===== config.mk =====
export PLATFORM = sky130hd
export DESIGN_NAME = multicycle_ctrl
export DESIGN_NICKNAME = d
export VERILOG_FILES = /design/src/rtl/multicycle_ctrl.sv
export SDC_FILE = /design/constraint.sdc
export NUM_CORES = 1
export LEC_CHECK = 0
export ABC_CLOCK_PERIOD_IN_PS = 3380
export CORE_UTILIZATION = 40
export CTS_BUF_LIST = sky130_fd_sc_hd__clkbuf_4
export CTS_CLUSTER_DIAMETER = 30
export DETAILED_ROUTE_END_ITERATION = 7
export PLACE_DENSITY = 0.91
export SYNTH_ARGS = -nofsm -noshare
export SYNTH_HDL_FRONTEND = slang
export SYNTH_SLANG_ARGS = --single-unit

===== constraint.sdc =====
create_clock -name clk -period 3.38 [get_ports clk]
set_clock_uncertainty 0.15 [all_clocks]
set_input_delay 0.338 -clock clk [delete_from_list [all_inputs] [get_ports clk]]
set_output_delay 0.338 -clock clk [all_outputs]
set_load 0.005 [all_outputs]

===== src/rtl/multicycle_ctrl.sv =====
// Multi-cycle FETCH/DECODE/EXEC/MEM/WB control unit for the npc RV64 core.
// Define CTRL_ILLEGAL_TRAP_EN to trap on unlisted opcodes; otherwise they retire as NOPs.
module multicycle_ctrl #(
    parameter int          XLEN       = 64,
    parameter logic [31:0] RESET_INST = 32'h00000013
) (
    input  logic            clk,
    input  logic            rst,
    output logic            imem_req,
    input  logic            imem_ack,
    input  logic [31:0]     imem_rdata,
    input  logic [XLEN-1:0] reg1,
    input  logic [XLEN-1:0] reg2,
    output logic            dmem_req,
    output logic            dmem_we,
    input  logic            dmem_ack,
    output logic [31:0]     ir,
    output logic            alu_src,
    output logic            mem2reg,
    output logic            spc2reg,
    output logic            need_sext,
    output logic            pc2imm,
    output logic [1:0]      alu_op,
    output logic [1:0]      has_funct,
    output logic [2:0]      funct3,
    output logic            reg_w,
    output logic            pc_we,
    output logic [1:0]      pc_sel,
    output logic            retire,
    output logic            busy,
    output logic            trap
);

`ifdef CTRL_ILLEGAL_TRAP_EN
    localparam bit TRAP_EN = 1'b1;
`else
    localparam bit TRAP_EN = 1'b0;
`endif

    localparam logic [6:0] OPC_LOAD    = 7'b0000011;
    localparam logic [6:0] OPC_STORE   = 7'b0100011;
    localparam logic [6:0] OPC_OPIMM   = 7'b0010011;
    localparam logic [6:0] OPC_OP      = 7'b0110011;
    localparam logic [6:0] OPC_AUIPC   = 7'b0010111;
    localparam logic [6:0] OPC_JAL     = 7'b1101111;
    localparam logic [6:0] OPC_JALR    = 7'b1100111;
    localparam logic [6:0] OPC_LUI     = 7'b0110111;
    localparam logic [6:0] OPC_OPW     = 7'b0111011;
    localparam logic [6:0] OPC_OPIMMW  = 7'b0011011;
    localparam logic [6:0] OPC_BRANCH  = 7'b1100011;

    typedef enum logic [2:0] {FETCH, DECODE, EXEC, MEM, WB, TRAP} state_t;

    typedef struct packed {
        logic       alu_src;
        logic       mem2reg;
        logic       spc2reg;
        logic       need_sext;
        logic       pc2imm;
        logic [1:0] alu_op;
        logic [1:0] has_funct;
        logic       is_branch;
        logic       is_load;
        logic       is_store;
        logic       is_jal;
        logic       is_jalr;
        logic       is_nop;
    } ctrl_t;

    state_t     state;
    ctrl_t      ctrl;
    ctrl_t      dec;
    logic       dec_illegal;
    logic       pc_we_r;
    logic       retire_r;
    logic [1:0] pc_sel_r;
    logic       trap_r;
    logic       store_done;

    function automatic logic branch_taken(input logic [2:0] f3,
                                          input logic [XLEN-1:0] a,
                                          input logic [XLEN-1:0] b);
        logic signed [XLEN-1:0] sa;
        logic signed [XLEN-1:0] sb;
        sa = a;
        sb = b;
        case (f3)
            3'b000:  return a == b;
            3'b001:  return a != b;
            3'b100:  return sa < sb;
            3'b101:  return sa >= sb;
            3'b110:  return a < b;
            3'b111:  return a >= b;
            default: return 1'b0;
        endcase
    endfunction

    always_comb begin
        dec         = '0;
        dec_illegal = 1'b0;
        case (ir[6:0])
            OPC_LOAD:   begin dec.alu_src = 1'b1; dec.mem2reg = 1'b1; dec.is_load = 1'b1; end
            OPC_STORE:  begin dec.alu_src = 1'b1; dec.is_store = 1'b1; end
            OPC_OPIMM:  begin dec.alu_src = 1'b1; dec.alu_op = 2'b10; dec.has_funct = 2'b01; end
            OPC_OP:     begin dec.alu_op = 2'b10; dec.has_funct = 2'b11; end
            OPC_AUIPC:  begin dec.alu_src = 1'b1; dec.pc2imm = 1'b1; end
            OPC_JAL:    begin dec.spc2reg = 1'b1; dec.is_jal = 1'b1; end
            OPC_JALR:   begin dec.alu_src = 1'b1; dec.spc2reg = 1'b1; dec.is_jalr = 1'b1; end
            OPC_LUI:    begin dec.alu_src = 1'b1; dec.alu_op = 2'b11; end
            OPC_OPW:    begin dec.alu_op = 2'b10; dec.has_funct = 2'b11; dec.need_sext = 1'b1; end
            OPC_OPIMMW: begin
                dec.alu_src   = 1'b1;
                dec.alu_op    = 2'b10;
                dec.has_funct = 2'b01;
                dec.need_sext = 1'b1;
            end
            OPC_BRANCH: begin dec.alu_op = 2'b01; dec.is_branch = 1'b1; end
            default:    begin dec_illegal = 1'b1; dec.is_nop = 1'b1; end
        endcase
    end

    always_ff @(posedge clk) begin
        if (rst) begin
            state    <= FETCH;
            ir       <= RESET_INST;
            ctrl     <= '0;
            imem_req <= 1'b1;
            dmem_req <= 1'b0;
            dmem_we  <= 1'b0;
            reg_w    <= 1'b0;
            pc_we_r  <= 1'b0;
            retire_r <= 1'b0;
            pc_sel_r <= 2'b00;
            busy     <= 1'b0;
            trap_r   <= 1'b0;
        end else begin
            reg_w    <= 1'b0;
            pc_we_r  <= 1'b0;
            retire_r <= 1'b0;
            pc_sel_r <= 2'b00;
            case (state)
                FETCH: begin
                    if (imem_ack) begin
                        ir       <= imem_rdata;
                        imem_req <= 1'b0;
                        busy     <= 1'b1;
                        state    <= DECODE;
                    end
                end
                DECODE: begin
                    ctrl <= dec;
                    if (dec_illegal && TRAP_EN) begin
                        trap_r <= 1'b1;
                        state  <= TRAP;
                    end else begin
                        state <= EXEC;
                        // Branches and NOPs complete in EXEC, so their strobes are armed here.
                        if (dec.is_branch || dec.is_nop) begin
                            pc_we_r  <= 1'b1;
                            retire_r <= 1'b1;
                        end
                    end
                end
                EXEC: begin
                    if (ctrl.is_load || ctrl.is_store) begin
                        dmem_req <= 1'b1;
                        dmem_we  <= ctrl.is_store;
                        state    <= MEM;
                    end else if (ctrl.is_branch || ctrl.is_nop) begin
                        imem_req <= 1'b1;
                        busy     <= 1'b0;
                        state    <= FETCH;
                    end else begin
                        reg_w    <= 1'b1;
                        pc_we_r  <= 1'b1;
                        retire_r <= 1'b1;
                        pc_sel_r <= ctrl.is_jal ? 2'b01 : (ctrl.is_jalr ? 2'b10 : 2'b00);
                        state    <= WB;
                    end
                end
                MEM: begin
                    if (dmem_ack) begin
                        dmem_req <= 1'b0;
                        dmem_we  <= 1'b0;
                        if (ctrl.is_store) begin
                            imem_req <= 1'b1;
                            busy     <= 1'b0;
                            state    <= FETCH;
                        end else begin
                            reg_w    <= 1'b1;
                            pc_we_r  <= 1'b1;
                            retire_r <= 1'b1;
                            state    <= WB;
                        end
                    end
                end
                WB: begin
                    imem_req <= 1'b1;
                    busy     <= 1'b0;
                    state    <= FETCH;
                end
                TRAP: state <= TRAP;
                default: begin
                    imem_req <= 1'b1;
                    busy     <= 1'b0;
                    state    <= FETCH;
                end
            endcase
        end
    end

    // A store retires in the very cycle its ack arrives, which keeps zero-wait stores at 4 cycles.
    assign store_done = (state == MEM) && ctrl.is_store && dmem_ack && !rst;
    assign pc_we      = pc_we_r | store_done;
    assign retire     = retire_r | store_done;
    assign pc_sel     = (state == EXEC && ctrl.is_branch) ?
                        {1'b0, branch_taken(ir[14:12], reg1, reg2)} : pc_sel_r;

    assign alu_src   = ctrl.alu_src;
    assign mem2reg   = ctrl.mem2reg;
    assign spc2reg   = ctrl.spc2reg;
    assign need_sext = ctrl.need_sext;
    assign pc2imm    = ctrl.pc2imm;
    assign alu_op    = ctrl.alu_op;
    assign has_funct = ctrl.has_funct;
    assign funct3    = ir[14:12];
    assign trap      = trap_r;

endmodule


==> flow_results.xml, run 1 <==
<?xml version="1.0" encoding="UTF-8"?>
<metrics>
  <group name="outcome">
    <metric name="status" unit="">finished, violations left</metric>
    <metric name="violations_in_the_final_reports" unit="">setup timing</metric>
  </group>
  <group name="place">
    <metric name="gpl.final_weighted_congestion" unit="">0.908</metric>
    <metric name="dp_worst_setup_slack" unit="ps">-631</metric>
    <metric name="place.detailed.hpwl" unit="um">10800</metric>
    <metric name="port_buffers" unit="">216</metric>
  </group>
  <group name="final_layout">
    <metric name="layout.nets" unit="">983</metric>
    <metric name="antenna_cells" unit="">0</metric>
    <metric name="post-route-util" unit="">0.743</metric>
    <metric name="fraction_of_layout_cells_with_a_size_suffix_above_1" unit="">0.186</metric>
    <metric name="layout-area-overhead-vs-synth" unit="%">80.8</metric>
  </group>
  <group name="floorplanning">
    <metric name="core_area" unit="um^2">9680</metric>
    <metric name="design.die.area" unit="um^2">10300</metric>
    <metric name="initial_utilization" unit="">0.411</metric>
    <metric name="chipHeight" unit="um">102</metric>
    <metric name="floorplan.io_pins" unit="">218</metric>
    <metric name="num_rows" unit="">36</metric>
    <metric name="floorplan.die.width" unit="um">102</metric>
  </group>
  <group name="clock_tree">
    <metric name="cts_buffers" unit="">9</metric>
    <metric name="clkSlewWorstSetupHoldPaths" unit="ps">100</metric>
    <metric name="worstSkewPairLatency" unit="ps">390</metric>
    <metric name="max-clock-path-buffers" unit="">2</metric>
    <metric name="clock_sink_count" unit="">57</metric>
    <metric name="cts_tree" unit="">built</metric>
    <metric name="htree_num_levels" unit="">3</metric>
    <metric name="cts.root.buffer_cell" unit="">clkbuf_4</metric>
  </group>
  <group name="pwr">
    <metric name="post_layout_power" unit="W">0.00201</metric>
    <metric name="p_clk_frac" unit="">0.208</metric>
    <metric name="ir_worst_vdd" unit="V">0.000314</metric>
    <metric name="share_comb_of_total_power" unit="">0.410</metric>
    <metric name="power.density" unit="nW/um^2">279</metric>
    <metric name="p_seq_frac" unit="">0.382</metric>
    <metric name="p_int" unit="W">0.00133</metric>
    <metric name="p_sw_frac" unit="">0.338</metric>
    <metric name="power.net_switching" unit="W">0.000677</metric>
    <metric name="leakagePower" unit="nW">3.26</metric>
  </group>
  <group name="sta">
    <metric name="worst_slew_pin_slew" unit="ps">797</metric>
    <metric name="finalCriticalPeriod" unit="ps">3470</metric>
    <metric name="final-hold-violation-count" unit="">0</metric>
    <metric name="final_max_slew_viol_count" unit="">0</metric>
    <metric name="timing.final.crit_share" unit="">1.03</metric>
    <metric name="setup_ws" unit="ps">-91.6</metric>
    <metric name="hold_ws" unit="ps">309</metric>
    <metric name="finalSetupViolations" unit="">1</metric>
    <metric name="max_freq" unit="MHz">288</metric>
    <metric name="timing.setup.tns" unit="ps">-91.6</metric>
    <metric name="timing.slew.headroom" unit="">0.467</metric>
  </group>
  <group name="min_path">
    <metric name="hold_path_startpoint" unit="">ir[15]</metric>
    <metric name="worst_hold_path_type" unit="">register to register</metric>
    <metric name="hold_path_stages" unit="">2</metric>
    <metric name="min_delay_worst_endpoint" unit="">ir[15]</metric>
  </group>
  <group name="setup_path">
    <metric name="worst_ep_required_time" unit="ps">2890</metric>
    <metric name="setup.worst_path.class" unit="">input port to primary output</metric>
    <metric name="timing.critical_path.arrival" unit="ps">2980</metric>
    <metric name="ff2ff_setup_slack" unit="ps">1230</metric>
    <metric name="r2r_start" unit="">state[0]</metric>
    <metric name="startpoint_class_of_the_critical_path" unit="">input port</metric>
    <metric name="cp_max_fo" unit="">2</metric>
    <metric name="reg2reg_depth" unit="">5</metric>
    <metric name="cp-end-kind" unit="">primary output</metric>
    <metric name="r2r-end" unit="">retire_r</metric>
  </group>
  <group name="yosys">
    <metric name="post_synth_and_or_nand_nor_area_fraction" unit="">0.231</metric>
    <metric name="synth_adder_area_share" unit="">0.201</metric>
    <metric name="synth-warning-count" unit="">0</metric>
    <metric name="synthMuxAreaShare" unit="">0.00535</metric>
    <metric name="post_synth.cell_area_avg" unit="um^2">7.52</metric>
    <metric name="syn_nets" unit="">757</metric>
    <metric name="synth_compound_gate_area_share" unit="">0.175</metric>
    <metric name="dominant_register_cell_in_the_synthesized_netlist" unit="">dfxtp_1</metric>
    <metric name="combinational_family_with_the_most_area_after_synthesis" unit="">simple AND/OR/NAND/NOR gates</metric>
    <metric name="synth_sequential_area_ratio" unit="">0.287</metric>
    <metric name="synth.lib_cells_used.distinct" unit="">49</metric>
    <metric name="postSynthCellCount" unit="">529</metric>
    <metric name="synth_edf_count" unit="">0</metric>
    <metric name="synth.ff_latch_count" unit="">57</metric>
    <metric name="netlist_area" unit="um^2">3980</metric>
    <metric name="synth_async_sr_flop_share" unit="">0</metric>
    <metric name="yosys.area_share.xor_xnor" unit="">0.00440</metric>
  </group>
  <group name="drt">
    <metric name="ant_nets" unit="">0</metric>
    <metric name="routedWlPerCell" unit="um">19.7</metric>
    <metric name="vias" unit="">4977</metric>
    <metric name="finalWirelength" unit="um">17600</metric>
    <metric name="dr.first_iter.drc_count" unit="">266</metric>
    <metric name="vias_per_cell" unit="">5.57</metric>
    <metric name="drc" unit="">0</metric>
    <metric name="dr.pass1.iters" unit="">5</metric>
  </group>
  <group name="run">
    <metric name="drv.max_cap_violation_count" unit="">0</metric>
  </group>
  <group name="grt">
    <metric name="first_global_vias" unit="">4740</metric>
    <metric name="global_route_wire_length_before_repair" unit="um">21500</metric>
    <metric name="grt_antenna_before_repair" unit="">0</metric>
    <metric name="total_track_usage" unit="">0.266</metric>
    <metric name="grt_overflow_total" unit="">0</metric>
    <metric name="maximum_number_of_pins_on_one_net_before_global_route_repair" unit="">54</metric>
  </group>
</metrics>
[Yosys cell counts (3+ instances only)]
cell	n	area share
a21o_1	8	0.015
nor4_1	3	0.0047
a221o_1	3	0.0075
dfxtp_1	57	0.29
nand3b_1	6	0.011
nand2_1	91	0.086
buf_4	9	0.017
nand2b_1	6	0.0094
clkbuf_1	18	0.017
nor2b_1	4	0.0063
ha_1	64	0.20
nand3_1	11	0.014
nor2_1	34	0.032
a21oi_1	65	0.082
inv_1	65	0.061
a211oi_1	6	0.011
a22oi_1	4	0.0075
and2_1	3	0.0047
nor3_1	9	0.011
o21ai_0	12	0.015
nand4_1	15	0.024
[how the worst max path moves through the flow]
stage	startpoint	slack, ps	end	cells after the start
2_1_floorplan	reg2[21]	540	pc_sel[0]	10
5_1_grt	reg2[33]	-380	pc_sel[0]	14
6_report	reg2[33]	-90	pc_sel[0]	14
4_1_cts	reg2[45]	4	pc_sel[0]	14
3_3_place_gp	reg2[21]	-580	pc_sel[0]	13
3_5_place_dp	reg2[21]	-630	pc_sel[0]	13
[power groups by stage]
stage,clock (W),combinational [W],sequential [W]
floorplan,0,0.000301,0.000768
global placement,0,0.000645,0.000777
detailed placement,0,0.000677,0.000780
CTS,0.000424,0.000697,0.000765
global route,0.000461,0.000889,0.000775
finish,0.000417,0.000822,0.000767
[cell families after synthesis]
logic type / after synthesis
compound gates: 116
flops: 57
simple gates: 195
xor+xnor: 2
buf+inv: 92
fa+ha+maj: 64
mux: 2
other cells: 1
[worst max-delay path, stage by stage]
cell and delay (ps):
clkdlybuf4s50_1 470, inv_1 90, ha_4 250, a21oi_2 190
nor2_1 60, a211oi_1 240, o21ai_1 110, a211oi_2 280
o211ai_2 150, buf_4 170, xnor2_2 120, a22oi_1 170
a2bb2oi_1 180, buf_2 150
[what timing repair did]
action | in CTS | in global routing
pin swaps | 18 | 42
gates resized for setup | 43 | 124
endpoints found under the setup margin | 1 | 1
cloned | 0 | 0
hold buffers | 0 | 0
setup buffers | 2 | 5
[state kept, by name, summed over array words and instances, names as in the netlist]
register	cells
retire_r	1
reg_w	1
has_funct	2
need_sext	1
alu_src	1
busy	1
alu_op	2
pc2imm	1
imem_req	1
dmem_req	1
ctrl	6
dmem_we	1
spc2reg	1
pc_sel_r	2
ir	32
state	3
[placed cells by master, fill, tap and decap left out, types with 6 or more instances in the layout]
master / count
a21o_1: 8
a21oi_1: 59
a21oi_2: 6
buf_4: 24
clkbuf_4: 9
clkdlybuf4s50_1: 159
dfxtp_1: 57
dlygate4sd2_1: 7
dlymetal6s2s_1: 43
ha_1: 26
ha_4: 37
inv_1: 41
inv_2: 24
nand2_1: 91
nand2b_1: 6
nand3_1: 10
nand3b_1: 6
nand4_1: 15
nor2_1: 33
nor3_1: 6
o21ai_0: 6
o21ai_1: 7
[area by class of cell]
type / instances / area [um^2]
Clock buffer: 9 / 67.6
Clock inverter: 7 / 46.3
Fill cell: 627 / 2490
Inverter: 65 / 244
Multi-Input combinational cell: 380 / 3080
Sequential cell: 57 / 1140
Tap cell: 133 / 166
Timing Repair Buffer: 242 / 2440
[per-layer routing]
metal,vias to the layer above,part of all wire,GRT usage,wire length (um)
met5,-,0,0,0
met4,0,0.072,0.172,1270
met3,124,0.095,0.0821,1660
met2,303,0.49,0.487,8530
met1,2293,0.35,0.259,6100
li1,2257,-,-,-
[stage by stage]
stage,cells,instance area [um^2]
6_report,893,7190
3_3_place_gp,871,6330
5_1_grt,893,7190
3_5_place_dp,871,6330
4_1_cts,889,6610
2_1_floorplan,529,3980
(Power assumes the default switching activity.)
==> run 2, diff against run 1 <==
SLEW_MARGIN = 20   (was unset)
TNS_END_PERCENT = 30   (was unset)
==> results of run 2 <==
Same layout as run 1: the final DEF is identical, and so are final timing and power.
